$ cat src/rtl/engine_sample_sequencer_pkg.sv
// Shared definitions for the engine sample sequencer: FSM state constants
// and small helpers used by the sequencer and its watchdog.
package engine_sample_sequencer_pkg;

    localparam int unsigned SEQ_STATE_W = 3;

    localparam logic [SEQ_STATE_W-1:0] ENGINE_SEQ_STATE_IDLE   = 3'd0;
    localparam logic [SEQ_STATE_W-1:0] ENGINE_SEQ_STATE_GAIN   = 3'd1;
    localparam logic [SEQ_STATE_W-1:0] ENGINE_SEQ_STATE_SETTLE = 3'd2;
    localparam logic [SEQ_STATE_W-1:0] ENGINE_SEQ_STATE_WAIT   = 3'd3;
    localparam logic [SEQ_STATE_W-1:0] ENGINE_SEQ_STATE_MIX    = 3'd4;

    // States in which the sequencer waits on an external responder
    function automatic logic is_watched_state(input logic [SEQ_STATE_W-1:0] s);
        return (s == ENGINE_SEQ_STATE_GAIN) ||
               (s == ENGINE_SEQ_STATE_WAIT) ||
               (s == ENGINE_SEQ_STATE_MIX);
    endfunction

endpackage

$ cat src/rtl/engine_sample_sequencer_seq_watchdog.sv
// seq_watchdog: loadable cycle counter with a terminal-count strobe.
// The count restarts from zero whenever load is high or en is low; the
// strobe is raised combinationally on the cycle the count reaches its limit.
module seq_watchdog #(
    parameter int unsigned timeout_cycles = 4096
) (
    input  logic clk,
    input  logic reset,
    input  logic load,
    input  logic en,
    output logic expired_c
);

    localparam int unsigned CNT_W = $clog2(timeout_cycles + 1);

    logic [CNT_W-1:0] cnt;

    // Cycle counter, restarted on every load
    always_ff @(posedge clk or negedge reset) begin
        if (!reset) begin
            cnt <= '0;
        end else if (load || !en) begin
            cnt <= '0;
        end else begin
            cnt <= cnt + CNT_W'(1);
        end
    end

    assign expired_c = en && (cnt == CNT_W'(timeout_cycles - 1));

endmodule

$ cat src/rtl/engine_sample_sequencer.sv
// engine_sample_sequencer: steps one audio sample at a time through the
// input gain stage, the active DSP pipelines and the output mixer, with
// per-pipeline masking, sample/overrun statistics and an optional stall
// watchdog enabled by ENGINE_SEQ_WATCHDOG_EN.
module engine_sample_sequencer
    import engine_sample_sequencer_pkg::*;
#(
    parameter int unsigned data_width     = 16,
    parameter int unsigned n_pipelines    = 2,
    parameter int unsigned counter_width  = 32,
    parameter int unsigned timeout_cycles = 4096
) (
    input  logic                     clk,
    input  logic                     reset,
    input  logic [data_width-1:0]    in_sample,
    input  logic                     sample_ready,
    output logic [data_width-1:0]    gain_sample,
    output logic                     gain_req,
    input  logic                     gain_done,
    output logic                     pipe_tick,
    input  logic [n_pipelines-1:0]   pipe_ready,
    input  logic [n_pipelines-1:0]   pipe_active,
    output logic                     mix_req,
    input  logic                     mix_done,
    input  logic [data_width-1:0]    mix_sample,
    output logic [data_width-1:0]    out_sample,
    output logic                     out_valid,
    output logic                     ready,
    input  logic                     clear_stats,
    output logic [counter_width-1:0] sample_count,
    output logic [counter_width-1:0] overrun_count,
    output logic                     timeout,
    output logic [n_pipelines-1:0]   timed_out_mask
);

    if (n_pipelines < 1 || n_pipelines > 16 || timeout_cycles < 2) begin : g_param_check
        $error("engine_sample_sequencer: illegal parameter value");
    end

    logic [SEQ_STATE_W-1:0] state;
    logic [SEQ_STATE_W-1:0] state_d;
    logic [data_width-1:0]  gain_sample_d;
    logic [data_width-1:0]  out_sample_d;
    logic [n_pipelines-1:0] timed_out_mask_d;
    logic                   gain_req_d;
    logic                   pipe_tick_d;
    logic                   mix_req_d;
    logic                   out_valid_d;
    logic                   ready_d;
    logic                   timeout_d;
    logic                   sample_inc_c;
    logic                   overrun_c;
    logic                   pipes_done_c;
    logic                   wd_expired_c;

    assign pipes_done_c = &(pipe_ready | ~pipe_active);
    assign overrun_c    = sample_ready && (state != ENGINE_SEQ_STATE_IDLE);

`ifdef ENGINE_SEQ_WATCHDOG_EN
    logic wd_load_c;

    // Watchdog restarts on every state change
    assign wd_load_c = (state_d != state);

    seq_watchdog #(
        .timeout_cycles(timeout_cycles)
    ) u_seq_watchdog (
        .clk       (clk),
        .reset     (reset),
        .load      (wd_load_c),
        .en        (is_watched_state(state)),
        .expired_c (wd_expired_c)
    );
`else
    assign wd_expired_c = 1'b0;
`endif

    // State and registered outputs
    always_ff @(posedge clk or negedge reset) begin
        if (!reset) begin
            state          <= ENGINE_SEQ_STATE_IDLE;
            gain_sample    <= '0;
            gain_req       <= 1'b0;
            pipe_tick      <= 1'b0;
            mix_req        <= 1'b0;
            out_sample     <= '0;
            out_valid      <= 1'b0;
            ready          <= 1'b1;
            timeout        <= 1'b0;
            timed_out_mask <= '0;
        end else begin
            state          <= state_d;
            gain_sample    <= gain_sample_d;
            gain_req       <= gain_req_d;
            pipe_tick      <= pipe_tick_d;
            mix_req        <= mix_req_d;
            out_sample     <= out_sample_d;
            out_valid      <= out_valid_d;
            ready          <= ready_d;
            timeout        <= timeout_d;
            timed_out_mask <= timed_out_mask_d;
        end
    end

    // Next-state and next-output decode
    always_comb begin
        state_d          = state;
        gain_sample_d    = gain_sample;
        out_sample_d     = out_sample;
        timed_out_mask_d = timed_out_mask;
        gain_req_d       = 1'b0;
        pipe_tick_d      = 1'b0;
        mix_req_d        = 1'b0;
        out_valid_d      = 1'b0;
        timeout_d        = 1'b0;
        sample_inc_c     = 1'b0;

        case (state)
            ENGINE_SEQ_STATE_IDLE: begin
                if (sample_ready) begin
                    gain_sample_d = in_sample;
                    gain_req_d    = 1'b1;
                    state_d       = ENGINE_SEQ_STATE_GAIN;
                end
            end
            ENGINE_SEQ_STATE_GAIN: begin
                if (gain_done) begin
                    pipe_tick_d  = 1'b1;
                    sample_inc_c = 1'b1;
                    state_d      = ENGINE_SEQ_STATE_SETTLE;
                end else if (wd_expired_c) begin
                    timeout_d        = 1'b1;
                    timed_out_mask_d = '0;
                    state_d          = ENGINE_SEQ_STATE_IDLE;
                end
            end
            ENGINE_SEQ_STATE_SETTLE: begin
                // one dead cycle so pipelines can drop their ready flags
                state_d = ENGINE_SEQ_STATE_WAIT;
            end
            ENGINE_SEQ_STATE_WAIT: begin
                if (pipes_done_c) begin
                    mix_req_d = 1'b1;
                    state_d   = ENGINE_SEQ_STATE_MIX;
                end else if (wd_expired_c) begin
                    timeout_d        = 1'b1;
                    timed_out_mask_d = pipe_active & ~pipe_ready;
                    mix_req_d        = 1'b1;
                    state_d          = ENGINE_SEQ_STATE_MIX;
                end
            end
            ENGINE_SEQ_STATE_MIX: begin
                if (mix_done) begin
                    out_sample_d = mix_sample;
                    out_valid_d  = 1'b1;
                    state_d      = ENGINE_SEQ_STATE_IDLE;
                end else if (wd_expired_c) begin
                    timeout_d        = 1'b1;
                    timed_out_mask_d = '0;
                    state_d          = ENGINE_SEQ_STATE_IDLE;
                end
            end
            default: begin
                state_d = ENGINE_SEQ_STATE_IDLE;
            end
        endcase

        ready_d = (state_d == ENGINE_SEQ_STATE_IDLE);
    end

    // Dispatched-sample counter, wraps; clear has priority
    always_ff @(posedge clk or negedge reset) begin
        if (!reset) begin
            sample_count <= '0;
        end else if (clear_stats) begin
            sample_count <= '0;
        end else if (sample_inc_c) begin
            sample_count <= sample_count + counter_width'(1);
        end
    end

    // Dropped-sample counter, saturates; clear has priority
    always_ff @(posedge clk or negedge reset) begin
        if (!reset) begin
            overrun_count <= '0;
        end else if (clear_stats) begin
            overrun_count <= '0;
        end else if (overrun_c && (overrun_count != {counter_width{1'b1}})) begin
            overrun_count <= overrun_count + counter_width'(1);
        end
    end

endmodule

$ cat config.mk
export PLATFORM = sky130hd
export DESIGN_NAME = engine_sample_sequencer
export DESIGN_NICKNAME = d
export VERILOG_FILES = /design/src/rtl/engine_sample_sequencer_pkg.sv /design/src/rtl/engine_sample_sequencer_seq_watchdog.sv /design/src/rtl/engine_sample_sequencer.sv
export SDC_FILE = /design/constraint.sdc
export NUM_CORES = 1
export LEC_CHECK = 0
export CAP_MARGIN = 20
export CORE_ASPECT_RATIO = 0.75
export CORE_MARGIN = 3
export CORE_UTILIZATION = 51
export CTS_CLUSTER_DIAMETER = 50
export DETAILED_ROUTE_END_ITERATION = 10
export GPL_TIMING_DRIVEN = 0
export HOLD_SLACK_MARGIN = 0.03
export PLACE_DENSITY = 0.86
export SLEW_MARGIN = 30
export SYNTH_ARGS = -nofsm -noshare
export SYNTH_HDL_FRONTEND = slang
export SYNTH_SLANG_ARGS = --single-unit
$ cat constraint.sdc
create_clock -name clk -period 3.8 [get_ports clk]
set_clock_uncertainty 0.05 [all_clocks]
set_input_delay 0.76 -clock clk [delete_from_list [all_inputs] [get_ports clk]]
set_output_delay 0.76 -clock clk [all_outputs]
set_load 0.005 [all_outputs]
==> results of run 1 <==
## logic make-up after synthesis
logic type	synth area share, %
xor+xnor	4.296
fa+ha+maj	0.5113
flops	53.21
compound gates	9.256
simple gates	21.30
buf+inv	3.094
mux	8.259
other cells	0.07663
## Yosys cell counts (3+ instances only)
library cell  count
nor3_1            6
and3_1           11
buf_2             3
nand4_1          18
nand2_1          30
dfrtp_1         103
a21oi_1          37
o21ai_0          17
inv_1             6
o31ai_1          11
mux2_2           35
o21ai_1           5
and2_1            5
nor2b_1           5
clkbuf_1         14
xor2_1           20
nor2_1           33
and4_1            9
xnor2_1           4
or4_1            12
buf_4             3
or3_1            24
nand3_1          19
## metal layers
layer | global-route usage, % | vias to the layer above
met3 | 9.580 | 17
met1 | 31.40 | 2084
met5 | 0 | -
met4 | 5.786 | 0
li1 | - | 1975
met2 | 40.34 | 208
## critical path, delay by kind of cell
family	cells	cell delay (ns)
AND/OR/NAND/NOR	4	1.09
buffers and inverters	3	0.93
multiplexers	1	0.38
## power groups by stage
stage                     clock (mW)  sequential (mW)  combinational (mW)
after floorplan                    0             1.47               0.376
after global placement             0             1.45               0.927
after detailed placement           0             1.47               0.972
after CTS                       1.04             1.46               0.979
after global routing            1.08             1.48                1.05
final                           1.02             1.46               0.969
## worst paths after layout
check                                     from                 to  slack (ns)  cells after the start
worst max-delay path                 gain_done   sample_count[31]        0.81                      8
worst min-delay path                     reset  overrun_count[10]        0.30                      1
worst max register to register        state[1]   sample_count[31]        1.24                      7
worst min register to register  gain_sample[5]     gain_sample[5]        0.46                      1
max in group asynchronous                reset   sample_count[22]        2.77                      2
min in group clk                gain_sample[5]     gain_sample[5]        0.46                      1
## flip-flops by register name (all words and copies together) (netlist names)
| name | cells |
|---|---|
| sample_count | 32 |
| out_sample | 16 |
| pipe_tick | 1 |
| gain_sample | 16 |
| out_valid | 1 |
| gain_req | 1 |
| overrun_count | 32 |
| state | 3 |
| ready | 1 |
| mix_req | 1 |
## metrics by stage
stage                     hold slack, ns  util, %
final                             0.3006    74.41
after global routing              0.3313    74.41
after CTS                         0.3243    74.41
after detailed placement          0.4491    70.80
after global placement            0.4389    70.49
after floorplan                   0.4144        -
## placed cells by master, fill, tap and decap left out, drive strengths merged, types with 13 or more instances in the layout
master         instances
dfrtp                103
a21oi                 37
nand3                 19
or4                   13
xor2                  20
mux2                  35
nand2                 30
nor2                  33
o21ai                 22
clkdlybuf4s50        141
clkbuf                26
or3                   24
nand4                 19
## area by class of cell
class	count	area, um2	area share, %
plain buffers	25	128.9	1.883
clock buffers	11	252.7	3.694
clock inverters	5	78.83	1.152
inverters	6	22.52	0.3291
multi-input cells	326	2146	31.36
flip-flops and latches	104	2604	38.05
well taps	128	160.2	2.340
repair buffers	143	1450	21.19
==> out/metrics.yaml, run 1 <==
critical_path:
  crit_chain: "clkdlybuf4s50_1, nor4bb_1, buf_2, and4_1, buf_2, nand4_1, nor3_1, mux2_2"
  slowest_stage: "clkdlybuf4s50_1"
  crit_type: "in -> reg"
  cp.required_ns: 3.97
  crit_fanout: 10
  endpoint_kind: "register"
  cp.arrival_ns: 3.17
  critPathLaunchType: "primary input"
  cpPeakStageDelay_ns: 0.48
  crit_top_cell: "buf_2"
pwr:
  p_comb_share_pct: 28.1
  p_leak_nw: 2.763
  p_int_mw: 2.527
  p_seq_share_pct: 42.3
  p_sw_share_pct: 26.65
  p_total_mw: 3.445
  power_switching_uw: 918.1
  pwr-share-clk_pct: 29.6
  cellPowerDensity_mw_per_mm2: 503.4
  peakVddDrop_mv: 0.4745
die:
  rows: 30
  die-area_mm2: 0.01082
  ioPinCount: 146
  die_height_um: 90.83
  die_width_um: 119.1
  initial_core_util_pct: 53.21
  core-area_mm2: 0.009196
drt:
  viasPerCell: 5.727
  m1WireLength_mm: 5.239
  postRouteAntennaNets: 0
  drt_iter0_drc: 381
  vias: 4284
  drt-pass1-iter-count: 5
  highest_layer: "met4"
  drc: 0
  totalWireLength_mm: 13.10
  dr_wl_met3_mm: 1.358
  wl_met2_mm: 6.352
  wl_per_cell_um: 17.51
grt:
  grt_max_degree: 55
  antenna_found_initial: 0
  grt_overflow: 0
  grt_pass1_wl_mm: 21.63
  grt_usage_pct: 24.78
  grt_pass1_vias: 4306
timing:
  finalSetupViolCount: 0
  finalCritPeriodShare_pct: 78.82
  finalWorstSetupSlack_ns: 0.8050
  max_freq_mhz: 333.9
  rsz0062_at_grt: "false"
  finalMaxSlewViolations: 0
  setup_tns_ns: 0
  worst_pin_slew_ns: 0.7374
  relSlewSlack_pct: 50.38
  finalHoldViolCount: 0
  finalCriticalPeriod_ns: 2.995
finish:
  fillCellCount: 614
  final_cell_count_no_fill: 748
  synthToLayoutAreaGrowth_pct: 39.84
  final_cell_area_mm2: 0.006843
  antenna_cells: 0
  layout-drive-gt1-share_pct: 11.13
  layout.nets: 659
clock_network:
  cts_made_buffers: 9
  cts_sinks: 104
  clock_latency_ns: 0.34
  cts_tree: "done"
  clk_pin_slew_ns: 0.07
  cts_hold_buf: 0
  cts.path.max_buffers: 2
  cts_resized: 0
  htree_levels: 3
  postCtsSetupBuffers: 0
  cts-root-buf: "clkbuf_16"
logic_synthesis:
  synth-edff-count: 0
  yosys-top-cells-area: "dfrtp_1 53%, mux2_2 8.1%, a21oi_1 3.8%, xor2_1 3.6%, or3_1 3.1%"
  synth_cells: 459
  synthFlopType: "dfrtp_1"
  synthArstFlopShare_pct: 100.0
  ys_types: 48
  synth_warnings: 0
  ys_ff_latch: 104
  synth_top_area_cell: "dfrtp_1"
  syn_area_mm2: 0.004893
  synth_seq_area_share_pct: 53.21
  netlist.area_leader.share_pct: 52.67
  avgSynthCellArea_um2: 10.66
status:
  outcome: "finished clean"
hold_path:
  hold_path.class: "in -> async"
place:
  place_hpwl_mm: 9.651
  place_ws_ns: 0.4657
  dp.cells: 732
  placed_area_mm2: 0.006511
  place.gp.congestion: 0.8449
  io_buffers: 142
run:
  drv_cap: 0
(Power assumes the default switching activity.)
==> inputs of run 2 (changes only) <==
- CORE_UTILIZATION: 51 -> 43
- PLACE_DENSITY: 0.86 -> 0.77
- clock period: 3.8 -> 2.5 ns (I/O delays scaled with it)
==> out/metrics.yaml, run 2 (synthesized netlist as in run 1, its figures left out) <==
finish:
  final_cell_area_mm2: 0.006910  # +0.99%
  synthToLayoutAreaGrowth_pct: 41.22
  antenna_cells: 0  # unchanged
  top_regs: "overrun_count x32, sample_count x32"
  mostFrequentLayoutCells: "141 x clkdlybuf4s50_1, 103 x dfrtp_1, 37 x a21oi_1"
  fillCellCount: 875  # +43%
  layout-drive-gt1-share_pct: 11.98  # +0.85 points
  layout.nets: 665  # +0.91%
  final_common_cell: "clkdlybuf4s50_1"
pwr:
  p_leak_nw: 2.781  # +0.65%
  p_int_mw: 3.818  # +51%
  p_total_mw: 5.176  # +50%
  p_seq_share_pct: 42.6  # +0.3 points
  peakVddDrop_mv: 0.5593  # +18%
  power_switching_mw: 1.358  # +48%
  pwr-share-clk_pct: 29.0  # -0.6 points
  p_comb_share_pct: 28.4  # +0.3 points
  p_sw_share_pct: 26.23  # -0.42 points
  cellPowerDensity_mw_per_mm2: 749.0  # +49%
die:
  ioPinCount: 146  # unchanged
  die-area_mm2: 0.01271  # +17%
  die_width_um: 129.2  # +8.5%
  die_height_um: 98.39  # +8.3%
  core-area_mm2: 0.01102  # +20%
  initial_core_util_pct: 44.39  # -8.8 points
  rows: 33  # +10%
grt:
  antenna_found_initial: 0  # unchanged
  grt_pass1_wl_mm: 20.55  # -5.0%
  grt_pass1_vias: 4281  # -0.58%
  grt_overflow: 0  # unchanged
  grt_usage_pct: 20.11  # -4.7 points
  grt_max_degree: 55  # unchanged
critical_path:
  critPathBufInv: 2  # -1
  cp_top_family: "simple AND/OR/NAND/NOR gates"
  r2r_cells: 8  # +1
  critPathLaunchType: "register"
  cpPeakStageDelay_ns: 0.55  # +0.07 ns
  crit_chain: "ha_2, nand2_1, or4_4, o31ai_4, buf_6, buf_8, o31ai_1, a21oi_1"
  ff2ff_setup_slack_ns: 0.14  # -1.10 ns
  crit_type: "reg -> reg"
  slowest_stage: "or4_4"
  crit_fanout: 10  # unchanged
  crit_cells: 8  # unchanged
  r2r-start: "overrun_count[1]"
  reg2reg_to: "overrun_count[19]"
  cp.arrival_ns: 2.57  # -0.60 ns
  endpoint_kind: "register"
  cp.required_ns: 2.71  # -1.26 ns
timing:
  finalMaxSlewViolations: 0  # unchanged
  finalSetupViolCount: 0  # unchanged
  finalCritPeriodShare_pct: 94.49
  worst_pin_slew_ns: 0.6111  # -0.1264 ns
  hold_ws_ns: 0.04521  # -0.2554 ns
  relSlewSlack_pct: 58.89  # +8.5 points
  finalCriticalPeriod_ns: 2.362
  finalHoldViolCount: 0  # unchanged
  rsz0062_at_grt: "false"
  finalWorstSetupSlack_ns: 0.1377  # -0.6673 ns
  setup_tns_ns: 0  # unchanged
  max_freq_mhz: 423.3
clock_network:
  cts.path.max_buffers: 2  # unchanged
  cts_made_buffers: 9  # unchanged
  cts-root-buf: "clkbuf_16"
  cts_tree: "done"
  clock_latency_ns: 0.34  # about the same
  htree_levels: 3  # unchanged
  cts_sinks: 104  # unchanged
  clk_pin_slew_ns: 0.08  # about the same
drt:
  vias: 4168  # -2.7%
  viasPerCell: 5.441  # -5.0%
  drc: 0  # unchanged
  drt-pass1-iter-count: 4  # -1
  drt_iter0_drc: 253  # -34%
  postRouteAntennaNets: 0  # unchanged
  totalWireLength_mm: 12.41  # -5.2%
  wl_per_cell_um: 16.20  # -7.5%
place:
  place_hpwl_mm: 9.146  # -5.2%
  place.gp.congestion: 0.8644  # +2.3%
  io_buffers: 142  # unchanged
  place_ws_ns: -0.5756  # -1.041 ns
  placed_area_mm2: 0.006526  # +0.23%
run:
  drv_cap: 0  # unchanged
status:
  outcome: "finished clean"
hold_path:
  hold_path.class: "in -> async"
==> run 2: cell types whose count changed in the layout (fill, tap and decap cells not counted), sizes merged <==
cell,before,now
clkbuf,26,27
clkinv,3,2
inv,6,7
buf,12,17
==> run 2: how the worst max path moves through the flow <==
| stage | startpoint | end | slack [ns] |
|---|---|---|---|
| after floorplan | gain_done | sample_count[31] | 0.30 |
| after global placement | reset | gain_req | -3.08 |
| after detailed placement | gain_done | sample_count[31] | -0.58 |
| after CTS | overrun_count[0] | overrun_count[3] | 0.002 |
| after global routing | state[1] | gain_sample[14] | 0.004 |
| final | overrun_count[1] | overrun_count[19] | 0.14 |
==> run 2: what timing repair did <==
| action | CTS | global route |
|---|---|---|
| buffers inserted | 2 | 4 |
| gates resized for setup | 2 | 5 |
| setup endpoints to repair | 4 | 26 |
| hold buffers | 0 | 0 |
| pin swaps | 1 | 3 |
==> run 2: stage by stage <==
step                util [%]  instances
floorplan                  -        461
finish                 62.68        766
global placement       58.94        743
global route           62.68        766
detailed placement     59.20        744
CTS                    62.24        762
==> run 2: per-layer routing <==
layer / track usage (%) / up-vias / wire length, um
met1: 25.15 / 2042 / 5303
met5: 0 / - / 0
met3: 8.967 / 12 / 1125
met4: 5.085 / 0 / 157
li1: - / 1986 / -
met2: 31.97 / 128 / 5825
==> run 2: final cells by class <==
type	instances	area, um2	area share [%]
Tap cell	140	175.2	2.535
Clock inverter	5	82.58	1.195
Timing Repair Buffer	149	1499	21.69
Clock buffer	11	232.7	3.368
Multi-Input combinational cell	326	2155	31.18
Sequential cell	104	2604	37.68
Buffer	25	140.1	2.028
Inverter	6	22.52	0.3259
==> run 2: worst register-to-register path, cell delays in order, from the launching register on <==
cell     delay (ns)
dfrtp_1        0.44
ha_2           0.28
nand2_1        0.13
or4_4          0.55
o31ai_4        0.27
buf_6          0.19
buf_8          0.14
o31ai_1        0.09
a21oi_1        0.14
==> run 2: power groups by stage <==
stage	Combinational, mW	Clock (mW)	Sequential (mW)
after CTS	1.46	1.54	2.20
after global placement	1.42	0	2.21
after global routing	1.60	1.61	2.24
final	1.47	1.50	2.20
after floorplan	0.572	0	2.23
after detailed placement	1.45	0	2.22
